`src/rtl/lo_pkg.sv`:
```
// Shared types and constants for the LF pass-through block.
package lo_pkg;

  // Drive controller states. The encoding is fixed so it can be read on a debug probe.
  typedef enum logic [1:0] {
    ST_IDLE  = 2'd0,
    ST_DRIVE = 2'd1,
    ST_TRIP  = 2'd2
  } lo_state_e;

  // Default driver-enable mask for pwr_oe4..pwr_oe1 while driving.
  localparam logic [3:0] LO_OE_MASK_DEFAULT = 4'b1011;

  // Driver enables for a given state. Only DRIVE lets any driver turn on.
  function automatic logic [3:0] drive_oe(input lo_state_e st, input logic [3:0] mask);
    drive_oe = (st == ST_DRIVE) ? mask : 4'b0000;
  endfunction

endpackage

```
`src/rtl/lo_glitch_filter.sv`:
```
// Input synchroniser followed by an optional glitch filter.
// The filtered output follows the synchronised input only after the two have
// disagreed on GLITCH_CYC+1 consecutive clock edges, so a pulse must last more
// than GLITCH_CYC cycles to get through. GLITCH_CYC=0 turns the filter off
// and the output is the synchroniser output with no extra delay.
// SYNC_STAGES must be at least 2.
module lo_glitch_filter #(
  parameter int SYNC_STAGES = 2,
  parameter int GLITCH_CYC  = 3
) (
  input  logic clk,
  input  logic rst,
  input  logic d_async,
  output logic filt
);

  logic [SYNC_STAGES-1:0] sync_q;
  logic [SYNC_STAGES-1:0] sync_d;
  logic                   lo_s;

  // Next value of the synchroniser chain: shift the raw input in at bit 0.
  always_comb begin
    sync_d = {sync_q[SYNC_STAGES-2:0], d_async};
  end

  // Synchroniser flops.
  always_ff @(posedge clk or posedge rst) begin
    if (rst) begin
      sync_q <= '0;
    end else begin
      sync_q <= sync_d;
    end
  end

  assign lo_s = sync_q[SYNC_STAGES-1];

  if (GLITCH_CYC == 0) begin : g_bypass
    assign filt = lo_s;
  end else begin : g_filter
    localparam int CW = $clog2(GLITCH_CYC + 1);
    localparam logic [CW-1:0] STAB_MAX = CW'(GLITCH_CYC);

    logic [CW-1:0] stab_q;
    logic [CW-1:0] stab_d;
    logic          filt_q;
    logic          filt_d;

    // Count consecutive disagreeing cycles; commit the new level once the
    // count has already reached GLITCH_CYC and the disagreement persists.
    always_comb begin
      stab_d = stab_q;
      filt_d = filt_q;
      if (lo_s == filt_q) begin
        stab_d = '0;
      end else if (stab_q == STAB_MAX) begin
        filt_d = lo_s;
        stab_d = '0;
      end else begin
        stab_d = stab_q + CW'(1);
      end
    end

    // Stability counter and filtered level.
    always_ff @(posedge clk or posedge rst) begin
      if (rst) begin
        stab_q <= '0;
        filt_q <= 1'b0;
      end else begin
        stab_q <= stab_d;
        filt_q <= filt_d;
      end
    end

    assign filt = filt_q;
  end

endmodule

```
`src/rtl/lo_passthru_gen.sv`:
```
// LF pass-through: the ARM keys the antenna through ssp_dout and hears the
// comparator through ssp_din. Adds a local carrier divider, synchronised and
// glitch-filtered paths, a driver-enable mask, a drive watchdog and a
// saturating edge counter for the listen window.
//
// Handshake: there is no valid/ready pair here; ssp_dout is a level request,
// sampled through the synchroniser, and the drivers follow it while enabled.
module lo_passthru_gen
  import lo_pkg::*;
#(
  parameter int         DIV_W       = 8,
  parameter int         SYNC_STAGES = 2,
  parameter int         GLITCH_CYC  = 3,
  parameter int         WDT_W       = 16,
  parameter int         CNT_W       = 12,
  parameter logic [3:0] OE_MASK     = LO_OE_MASK_DEFAULT
) (
  input  logic             pck0,
  input  logic             rst,
  input  logic [DIV_W-1:0] divisor,
  input  logic [WDT_W-1:0] wdt_limit,
  input  logic             enable,
  input  logic             ssp_dout,
  input  logic             cross_lo,
  output logic             ssp_din,
  output logic             pwr_lo,
  output logic             pwr_hi,
  output logic             pwr_oe1,
  output logic             pwr_oe2,
  output logic             pwr_oe3,
  output logic             pwr_oe4,
  output logic             adc_clk,
  output logic             wdt_trip,
  output logic [CNT_W-1:0] edge_cnt,
  output logic             debug
);

  logic dout_s;
  logic filt;

  // ssp_dout only needs synchronising; the filter stage is bypassed.
  lo_glitch_filter #(
    .SYNC_STAGES (SYNC_STAGES),
    .GLITCH_CYC  (0)
  ) u_dout_sync (
    .clk     (pck0),
    .rst     (rst),
    .d_async (ssp_dout),
    .filt    (dout_s)
  );

  // cross_lo is synchronised and glitch filtered before anyone sees it.
  lo_glitch_filter #(
    .SYNC_STAGES (SYNC_STAGES),
    .GLITCH_CYC  (GLITCH_CYC)
  ) u_lo_filter (
    .clk     (pck0),
    .rst     (rst),
    .d_async (cross_lo),
    .filt    (filt)
  );

  // ---------------------------------------------------------------------
  // Carrier divider. The divisor is latched at each wrap so a change made
  // mid half-period never produces a short or long half-period.
  // ---------------------------------------------------------------------
  logic [DIV_W-1:0] div_cnt_q, div_cnt_d;
  logic [DIV_W-1:0] div_lat_q, div_lat_d;
  logic             carrier_q, carrier_d;

  // Count up to the latched divisor, then wrap, toggle and relatch.
  always_comb begin
    div_cnt_d = div_cnt_q + DIV_W'(1);
    div_lat_d = div_lat_q;
    carrier_d = carrier_q;
    if (div_cnt_q == div_lat_q) begin
      div_cnt_d = '0;
      carrier_d = ~carrier_q;
      div_lat_d = divisor;
    end
  end

  // Carrier divider registers.
  always_ff @(posedge pck0 or posedge rst) begin
    if (rst) begin
      div_cnt_q <= '0;
      div_lat_q <= '0;
      carrier_q <= 1'b0;
    end else begin
      div_cnt_q <= div_cnt_d;
      div_lat_q <= div_lat_d;
      carrier_q <= carrier_d;
    end
  end

  // ---------------------------------------------------------------------
  // Drive FSM with watchdog.
  // ---------------------------------------------------------------------
  lo_state_e        state_q, state_d;
  logic [WDT_W-1:0] wdt_q, wdt_d;
  logic             wdt_on;
  logic             wdt_expire;

  assign wdt_on     = (wdt_limit != '0);
  assign wdt_expire = wdt_on && (wdt_q == (wdt_limit - WDT_W'(1)));

  // State register.
  always_ff @(posedge pck0 or posedge rst) begin
    if (rst) begin
      state_q <= ST_IDLE;
    end else begin
      state_q <= state_d;
    end
  end

  // Next state. Dropping the request is checked before the watchdog so a
  // release on the expiry cycle returns to IDLE instead of tripping.
  always_comb begin
    state_d = state_q;
    case (state_q)
      ST_IDLE: begin
        if (enable && dout_s) state_d = ST_DRIVE;
      end
      ST_DRIVE: begin
        if (!dout_s || !enable) state_d = ST_IDLE;
        else if (wdt_expire)    state_d = ST_TRIP;
      end
      ST_TRIP: begin
        if (!dout_s || !enable) state_d = ST_IDLE;
      end
      default: state_d = ST_IDLE;
    endcase
  end

  // Watchdog count: cleared in IDLE, advances on each cycle that stays in DRIVE.
  always_comb begin
    wdt_d = wdt_q;
    if (state_q == ST_IDLE) begin
      wdt_d = '0;
    end else if ((state_q == ST_DRIVE) && (state_d == ST_DRIVE)) begin
      wdt_d = wdt_q + WDT_W'(1);
    end
  end

  // Watchdog register.
  always_ff @(posedge pck0 or posedge rst) begin
    if (rst) begin
      wdt_q <= '0;
    end else begin
      wdt_q <= wdt_d;
    end
  end

  // ---------------------------------------------------------------------
  // Registered driver outputs, one cycle behind the state so they never
  // see combinational decode glitches. Async reset drops them at once.
  // ---------------------------------------------------------------------
  logic [3:0] oe_q, oe_d;
  logic       pwr_lo_q, pwr_lo_d;
  logic       trip_q, trip_d;

  // Output decode from the current state.
  always_comb begin
    oe_d     = drive_oe(state_q, OE_MASK);
    pwr_lo_d = (state_q == ST_DRIVE) && carrier_q;
    trip_d   = (state_q == ST_TRIP);
  end

  // Output registers.
  always_ff @(posedge pck0 or posedge rst) begin
    if (rst) begin
      oe_q     <= 4'b0000;
      pwr_lo_q <= 1'b0;
      trip_q   <= 1'b0;
    end else begin
      oe_q     <= oe_d;
      pwr_lo_q <= pwr_lo_d;
      trip_q   <= trip_d;
    end
  end

  // ---------------------------------------------------------------------
  // Listen-window edge counter: rising edges of the filtered comparator
  // while idle, saturating, cleared as a new drive starts.
  // ---------------------------------------------------------------------
  logic             filt_prev_q, filt_prev_d;
  logic [CNT_W-1:0] edge_cnt_q, edge_cnt_d;
  logic             filt_rise;

  assign filt_rise = filt && !filt_prev_q;

  // Edge count update; the clear on drive entry takes priority.
  always_comb begin
    filt_prev_d = filt;
    edge_cnt_d  = edge_cnt_q;
    if ((state_q == ST_IDLE) && (state_d == ST_DRIVE)) begin
      edge_cnt_d = '0;
    end else if ((state_q == ST_IDLE) && filt_rise && (edge_cnt_q != {CNT_W{1'b1}})) begin
      edge_cnt_d = edge_cnt_q + CNT_W'(1);
    end
  end

  // Edge detector and counter registers.
  always_ff @(posedge pck0 or posedge rst) begin
    if (rst) begin
      filt_prev_q <= 1'b0;
      edge_cnt_q  <= '0;
    end else begin
      filt_prev_q <= filt_prev_d;
      edge_cnt_q  <= edge_cnt_d;
    end
  end

  assign ssp_din  = filt;
  assign debug    = filt;
  assign pwr_lo   = pwr_lo_q;
  assign pwr_hi   = 1'b0;
  assign adc_clk  = 1'b0;
  assign pwr_oe1  = oe_q[0];
  assign pwr_oe2  = oe_q[1];
  assign pwr_oe3  = oe_q[2];
  assign pwr_oe4  = oe_q[3];
  assign wdt_trip = trip_q;
  assign edge_cnt = edge_cnt_q;

endmodule

```
`config.mk`:
```
export PLATFORM = sky130hd
export DESIGN_NAME = lo_passthru_gen
export DESIGN_NICKNAME = d
export VERILOG_FILES = /design/src/rtl/lo_pkg.sv /design/src/rtl/lo_glitch_filter.sv /design/src/rtl/lo_passthru_gen.sv
export SDC_FILE = /design/constraint.sdc
export NUM_CORES = 1
export LEC_CHECK = 0
export ABC_AREA = 1
export CAP_MARGIN = 25
export CORE_MARGIN = 3
export CORE_UTILIZATION = 50
export DETAILED_ROUTE_END_ITERATION = 16
export GPL_TIMING_DRIVEN = 0
export PLACE_DENSITY = 0.72
export RECOVER_POWER = 50
export SYNTH_ARGS = -nofsm -noshare
export SYNTH_HDL_FRONTEND = slang
export SYNTH_SLANG_ARGS = --single-unit
```
`constraint.sdc`:
```
create_clock -name pck0 -period 5 [get_ports pck0]
set_input_delay 0.5 -clock pck0 [delete_from_list [all_inputs] [get_ports pck0]]
set_output_delay 0.5 -clock pck0 [all_outputs]
set_load 0.05 [all_outputs]
```
==> impl_metrics.csv, run 1 <==
group,metric,value,unit
run_status,outcome,"finished, violations left",
run_status,violations,"max-capacitance violations, max-slew violations",
power_and_ir_drop,p_switching,0.000375,W
grt,grt_pass1_wl,14.5,mm
setup_path,crit_start,"rst",
clock_network,clock_path_buffers,2,
setup_path,worstSetupEndpointType,"async pin",
power_and_ir_drop,pwr-share-comb,0.195,
grt,grt_use_met2,0.363,
routing,vias,3465,
final_layout,register_area,0.00145,mm^2
power_and_ir_drop,ir_drop,299,uV
power_and_ir_drop,p_leak,2.16,nW
power_and_ir_drop,p_int,0.000949,W
timing,finClkSkew,8.31,ps
logic_synthesis,yosysUniqueCellTypes,39,
clock_network,cts_root_buf,"clkbuf_8",
setup_path,r2r_setup_slack,2810,ps
grt,grtUsageMet1,0.252,
clock_network,cts_buffers,9,
power_and_ir_drop,swShare,0.283,
clock_network,cts.sinks,58,
grt,grt.overflow.total,0,
final_layout,antennaDiodeCount,0,
min_path,holdPathStages,0,
final_layout,multi_input_area,0.00195,mm^2
clock_network,clock_latency,340,ps
timing,worst_slew_pin_slew,1920,ps
routing,firstDrtPassIters,4,
grt,grt_pass1_vias,3311,
setup_path,r2r_cells,16,
grt,grt_busiest_layer,"met2",
clock_network,cts_resized,0,
clock_network,cts_htree_levels,3,
floorplan,start_util,0.533,
grt,grtUsageMet3,0.0422,
floorplan,coreArea,0.00702,mm^2
final_layout,nets,615,
logic_synthesis,ys_warn_count,0,
placed_design,placed_area,0.00436,mm^2
min_path,hold-path-endpoint,"u_lo_filter.sync_q[1]",
placed_design,place.gp.congestion,0.955,
grt,grt_max_degree,38,
setup_path,rr_startpoint,"wdt_q[8]",
timing,min_period,3010,ps
floorplan,rows,30,
timing,timing.final.hold_violations,0,
timing,slew_headroom,-0.280,
floorplan,die_h,92.5,um
clock_network,cts_tree,"yes",
floorplan,dieArea,0.00856,mm^2
timing,grt_setup_unrepaired,"false",
setup_path,path_max_fanout,37,
routing,wl_per_cell,12.4,um
setup_path,setup.worst_path.start_class,"input pin",
routing,drc_errors,0,
timing,fmax,333,MHz
floorplan,die_w,92.5,um
logic_synthesis,synth_seq_area_share,0.388,
final_layout,fin_area,0.00460,mm^2
routing,dr.first_iter.drc_count,178,
setup_path,crit_arrival,3070,ps
routing,via_per_inst,5.08,
final_layout,fillCellCount,616,
min_path,min-delay-start,"u_lo_filter.sync_q[0]",
setup_path,path_class,"input pin to async pin",
grt,grt_antenna_before_repair,0,
grt,track_usage,0.211,
logic_synthesis,ys_ff_latch,58,
power_and_ir_drop,seq_power_share,0.393,
timing,min_period_over_period,0.601,
job,max_cap_violations,1,
setup_path,crit_required,5070,ps
clock_network,cts_hold_buf,0,
clock_network,path_clk_slew,60,ps
clock_network,postCtsSetupRepairBufs,0,
final_layout,area_delta_synth_final,22.8,%
power_and_ir_drop,p_clk_frac,0.412,
logic_synthesis,syn_inst,520,
power_and_ir_drop,power.density,288,mW/mm^2
min_path,hold_path_class,"flip-flop to flip-flop",
floorplan,io_pins,51,
setup_path,timing.rr.end,"wdt_q[12]",
placed_design,port_buffers,47,
routing,ant_nets,0,
timing,final-setup-viol-count,0,
logic_synthesis,avgSynthCellArea,7.20,um^2
logic_synthesis,synth_area,0.00374,mm^2
placed_design,hpwlAfterDp,6.28,mm
final_layout,drive_above_1_share,0.0853,
timing,fin_setup_tns,0,ps
timing,slew_violations,38,
routing,totalWireLength,8.44,mm
## worst max-delay path by stage
| stage | slack [ps] | cells past startpoint | endpoint |
|---|---|---|---|
| detailed placement | 2170 | 17 | wdt_q[12] |
| global placement | 2020 | 2 | wdt_q[0] |
| finish | 1990 | 3 | edge_cnt[10] |
| global route | 1500 | 3 | div_cnt_q[7] |
| floorplan | 2880 | 12 | edge_cnt[9] |
| CTS | 2500 | 17 | wdt_q[12] |
## power by group through the flow
stage                     clock [W]  combinational, W  sequential [W]
after global placement            0          0.000253        0.000527
after global routing       0.000575          0.000283        0.000524
after detailed placement          0          0.000260        0.000528
after CTS                  0.000553          0.000262        0.000520
after floorplan                   0          0.000125        0.000571
final                      0.000546          0.000258        0.000520
## final cells by class
| cell class | count | share of cell area |
|---|---|---|
| tap | 96 | 0.0261 |
| inverter | 61 | 0.0498 |
| multi-input combinational | 387 | 0.424 |
| sequential | 58 | 0.316 |
| buffer | 16 | 0.0267 |
| clock buffer | 12 | 0.0337 |
| clock inverter | 4 | 0.0212 |
| timing repair buffer | 48 | 0.103 |
## stage by stage
step | hold slack [ps] | util | total power, W | setup WS, ps | instances
detailed placement | 337 | 0.621 | 0.000788 | 2170 | 666
floorplan | 331 | - | 0.000696 | 2880 | 522
CTS | 352 | 0.657 | 0.00134 | 2500 | 682
global route | 379 | 0.655 | 0.00138 | 1500 | 682
global placement | 333 | 0.619 | 0.000780 | 2020 | 665
finish | 349 | 0.655 | 0.00132 | 1990 | 682
## Yosys cell counts
cell / number / area share
clkbuf_1: 1 / 0.0010
buf_4: 6 / 0.012
o21ai_1: 1 / 0.0013
xor2_1: 26 / 0.061
nor2_1: 79 / 0.079
nor4_1: 6 / 0.010
clkdlybuf4s15_1: 2 / 0.0053
a211oi_1: 2 / 0.0040
nand2_1: 142 / 0.14
nor2_4: 4 / 0.012
dfrtp_1: 58 / 0.39
a31oi_1: 1 / 0.0017
buf_2: 1 / 0.0013
inv_1: 60 / 0.060
nand3_1: 36 / 0.048
a2111oi_0: 1 / 0.0023
buf_6: 2 / 0.0060
or2_2: 3 / 0.0050
nand4_1: 5 / 0.0084
nand4_4: 1 / 0.0057
nor2_2: 4 / 0.0067
ha_1: 5 / 0.017
nor3_1: 16 / 0.021
o21ai_0: 13 / 0.017
o21a_1: 2 / 0.0040
clkbuf_2: 2 / 0.0027
nand3b_1: 4 / 0.0080
nand3_2: 2 / 0.0053
conb_1: 1 / 0.0010
inv_2: 1 / 0.0010
xnor2_1: 8 / 0.019
nand2_4: 1 / 0.0030
clkbuf_4: 1 / 0.0020
nor3b_1: 1 / 0.0020
nand2_2: 5 / 0.0084
and3_1: 2 / 0.0033
nor3_2: 2 / 0.0053
a21oi_1: 12 / 0.016
dlygate4sd1_1: 1 / 0.0023
## worst max-delay path, cell delays in order
cell and delay, ps:
dlygate4sd3_1 530, inv_1 590, clkbuf_1 1440
## registers in the layout, indices dropped and copies added (netlist names), 2 cells and up
| name | count |
|---|---|
| div_cnt_q | 8 |
| div_lat_q | 8 |
| edge_cnt | 12 |
| state_q | 2 |
| u_dout_sync.sync_q | 2 |
| u_lo_filter.g_filter.stab_q | 2 |
| u_lo_filter.sync_q | 2 |
| wdt_q | 16 |
## cell usage in the layout, fill, tap and decap left out, types with 4 or more instances in the layout
master	instances
nand2_1	142
nor2_1	79
inv_1	60
dfrtp_1	58
clkdlybuf4s50_1	44
nand3_1	36
xor2_1	26
nor3_1	16
o21ai_0	13
a21oi_1	12
clkbuf_8	11
xnor2_1	8
nor4_1	6
buf_4	6
nand4_1	5
nand2_2	5
ha_1	5
nor2_4	4
nor2_2	4
nand3b_1	4
## cell families (layout without fill, tap and decap cells)
family          count (synthesis)  in the layout  synth area share
compound gates                 32             32            0.0468
xor+xnor                       34             34            0.0795
fa+ha+maj                       5              5            0.0167
buf+inv                        77            141            0.0939
flops                          58             58             0.388
other cells                     1              3           0.00100
simple gates                  313            313             0.374
## per-layer routing
metal  up-vias  share of wire
li1       1750              -
met1      1596           0.42
met2       100           0.50
met3        19          0.051
met4         0          0.025
met5         -              0
(Power assumes the default switching activity.)
==> inputs of run 2 (changes only) <==
==> constraint.sdc (replaced) <==
create_clock -name pck0 -period 2.9 [get_ports pck0]
set_input_delay 0.29 -clock pck0 [delete_from_list [all_inputs] [get_ports pck0]]
set_output_delay 0.29 -clock pck0 [all_outputs]
set_load 0.05 [all_outputs]
==> impl_metrics.csv, run 2 (same netlist as run 1, synthesis figures left out) <==
group,metric,value,unit
power_and_ir_drop,power.density,496,mW/mm^2
floorplan,coreArea,0.00702,mm^2
clock_network,postCtsSetupRepairBufs,0,
timing,grt_setup_unrepaired,"false",
final_layout,nets,615,
setup_path,crit_start,"wdt_limit[0]",
routing,wl_met3,393,um
placed_design,placed_area,0.00436,mm^2
setup_path,crit_arrival,2520,ps
grt,grt_pass1_vias,3311,
clock_network,clock_latency,340,ps
final_layout,mostFrequentLayoutCell,"nand2_1",
setup_path,timing.rr.end,"wdt_q[12]",
routing,highest_layer,"met4",
run_status,outcome,"finished clean",
floorplan,rows,30,
timing,min_period_over_period,0.794,
setup_path,rr_startpoint,"wdt_q[8]",
timing,fin_ws,596,ps
floorplan,die_h,92.5,um
placed_design,hpwlAfterDp,6.28,mm
routing,via_per_inst,5.06,
setup_path,setup.worst_path.start_class,"input pin",
power_and_ir_drop,p_total,0.00228,W
min_path,hold_path_class,"flip-flop to flip-flop",
setup_path,endpoint,"wdt_q[12]",
routing,wl_met2,4.22,mm
timing,fmax,434,MHz
setup_path,r2r_cells,16,
power_and_ir_drop,p_leak,2.17,nW
placed_design,port_buffers,47,
min_path,holdPathStages,0,
routing,firstDrtPassIters,4,
routing,ant_nets,0,
final_layout,drive_above_1_share,0.0870,
routing,totalWireLength,8.44,mm
setup_path,crit_required,3120,ps
routing,wl_per_cell,12.4,um
routing,dr.first_iter.drc_count,178,
setup_path,r2r_setup_slack,710,ps
setup_path,path_max_fanout,10,
timing,slew_headroom,0.407,
timing,slew_violations,0,
routing,vias,3450,
final_layout,largest_reg_flops,16,
floorplan,dieArea,0.00856,mm^2
clock_network,cts_tree,"yes",
grt,grt_max_degree,38,
grt,grt_pass1_wl,14.5,mm
clock_network,clock_path_buffers,2,
clock_network,cts.sinks,58,
timing,worst_slew_pin_slew,890,ps
grt,track_usage,0.211,
grt,grt.overflow.total,0,
timing,finClkSkew,8.50,ps
timing,final-setup-viol-count,0,
clock_network,cts_htree_levels,3,
final_layout,fin_area,0.00460,mm^2
clock_network,cts_resized,0,
clock_network,cts_hold_buf,0,
setup_path,worstSetupEndpointType,"flip-flop",
timing,min_period,2300,ps
grt,grt_antenna_before_repair,0,
clock_network,cts_root_buf,"clkbuf_8",
routing,drc_errors,0,
placed_design,pre_cts_ws,276,ps
final_layout,area_delta_synth_final,22.9,%
placed_design,place.gp.congestion,0.955,
floorplan,io_pins,51,
job,max_cap_violations,0,
final_layout,largest-register,"wdt_q",
final_layout,antennaDiodeCount,0,
floorplan,start_util,0.533,
final_layout,fillCellCount,616,
floorplan,die_w,92.5,um
clock_network,path_clk_slew,60,ps
setup_path,path_class,"input pin to flip-flop",
timing,fin_setup_tns,0,ps
power_and_ir_drop,ir_drop,515,uV
routing,wl_met1,3.59,mm
clock_network,cts_buffers,9,
timing,timing.final.hold_violations,0,
final_layout,layout_common_cells,"nand2_1 (142), nor2_1 (79), inv_1 (60)",
[run 2: cell types whose count changed in the layout (fill, tap and decap cells not counted)]
cell      previous run  this run
clkbuf_2             2         3
clkbuf_1             3         2
[run 2: worst min path at each step]
stage                     startpoint                    end
2_1_floorplan               ssp_dout  u_dout_sync.sync_q[0]
3_3_place_gp   u_lo_filter.sync_q[0]  u_lo_filter.sync_q[1]
3_5_place_dp   u_lo_filter.sync_q[0]  u_lo_filter.sync_q[1]
4_1_cts                          rst           div_cnt_q[2]
5_1_grt        u_dout_sync.sync_q[0]  u_dout_sync.sync_q[1]
6_report       u_lo_filter.sync_q[0]  u_lo_filter.sync_q[1]
[run 2: cell type report]
class,instances,area [um^2],area share
clock inverter,4,97.6,0.0212
tap,96,120,0.0261
inverter,61,229,0.0498
multi-input combinational,387,1950,0.424
clock buffer,12,155,0.0337
buffer,16,123,0.0267
timing repair buffer,48,475,0.103
sequential,58,1450,0.316
[run 2: per-stage QoR]
step / hold slack [ps] / std cells / utilization
final: 349 / 682 / 0.655
after global routing: 379 / 682 / 0.655
after CTS: 302 / 682 / 0.657
after detailed placement: 337 / 666 / 0.621
after global placement: 333 / 665 / 0.619
after floorplan: 321 / 522 / -
[run 2: where the power goes]
part	switching, W	total (W)	internal, W
combinational	0.000281	0.000444	0.000163
sequential	0.0000423	0.000897	0.000854
clock	0.000323	0.000941	0.000618
[run 2: worst max-delay path, stage by stage]
cell	delay (ps)
clkdlybuf4s50_1	440
inv_1	100
ha_1	220
nand2_2	130
nor2_4	180
o21ai_0	110
nand2_1	130
nand2_1	70
inv_1	50
nand2_1	60
nor2_2	150
nand3_2	120
nand4_4	120
nand2_4	70
buf_6	140
nand2_1	50
nand2_1	60
[run 2: per-layer routing]
layer  vias to the layer above  track usage
li1                       1751            -
met1                      1593        0.252
met2                        87        0.363
met3                        19       0.0422
met4                         0       0.0965
met5                         -            0
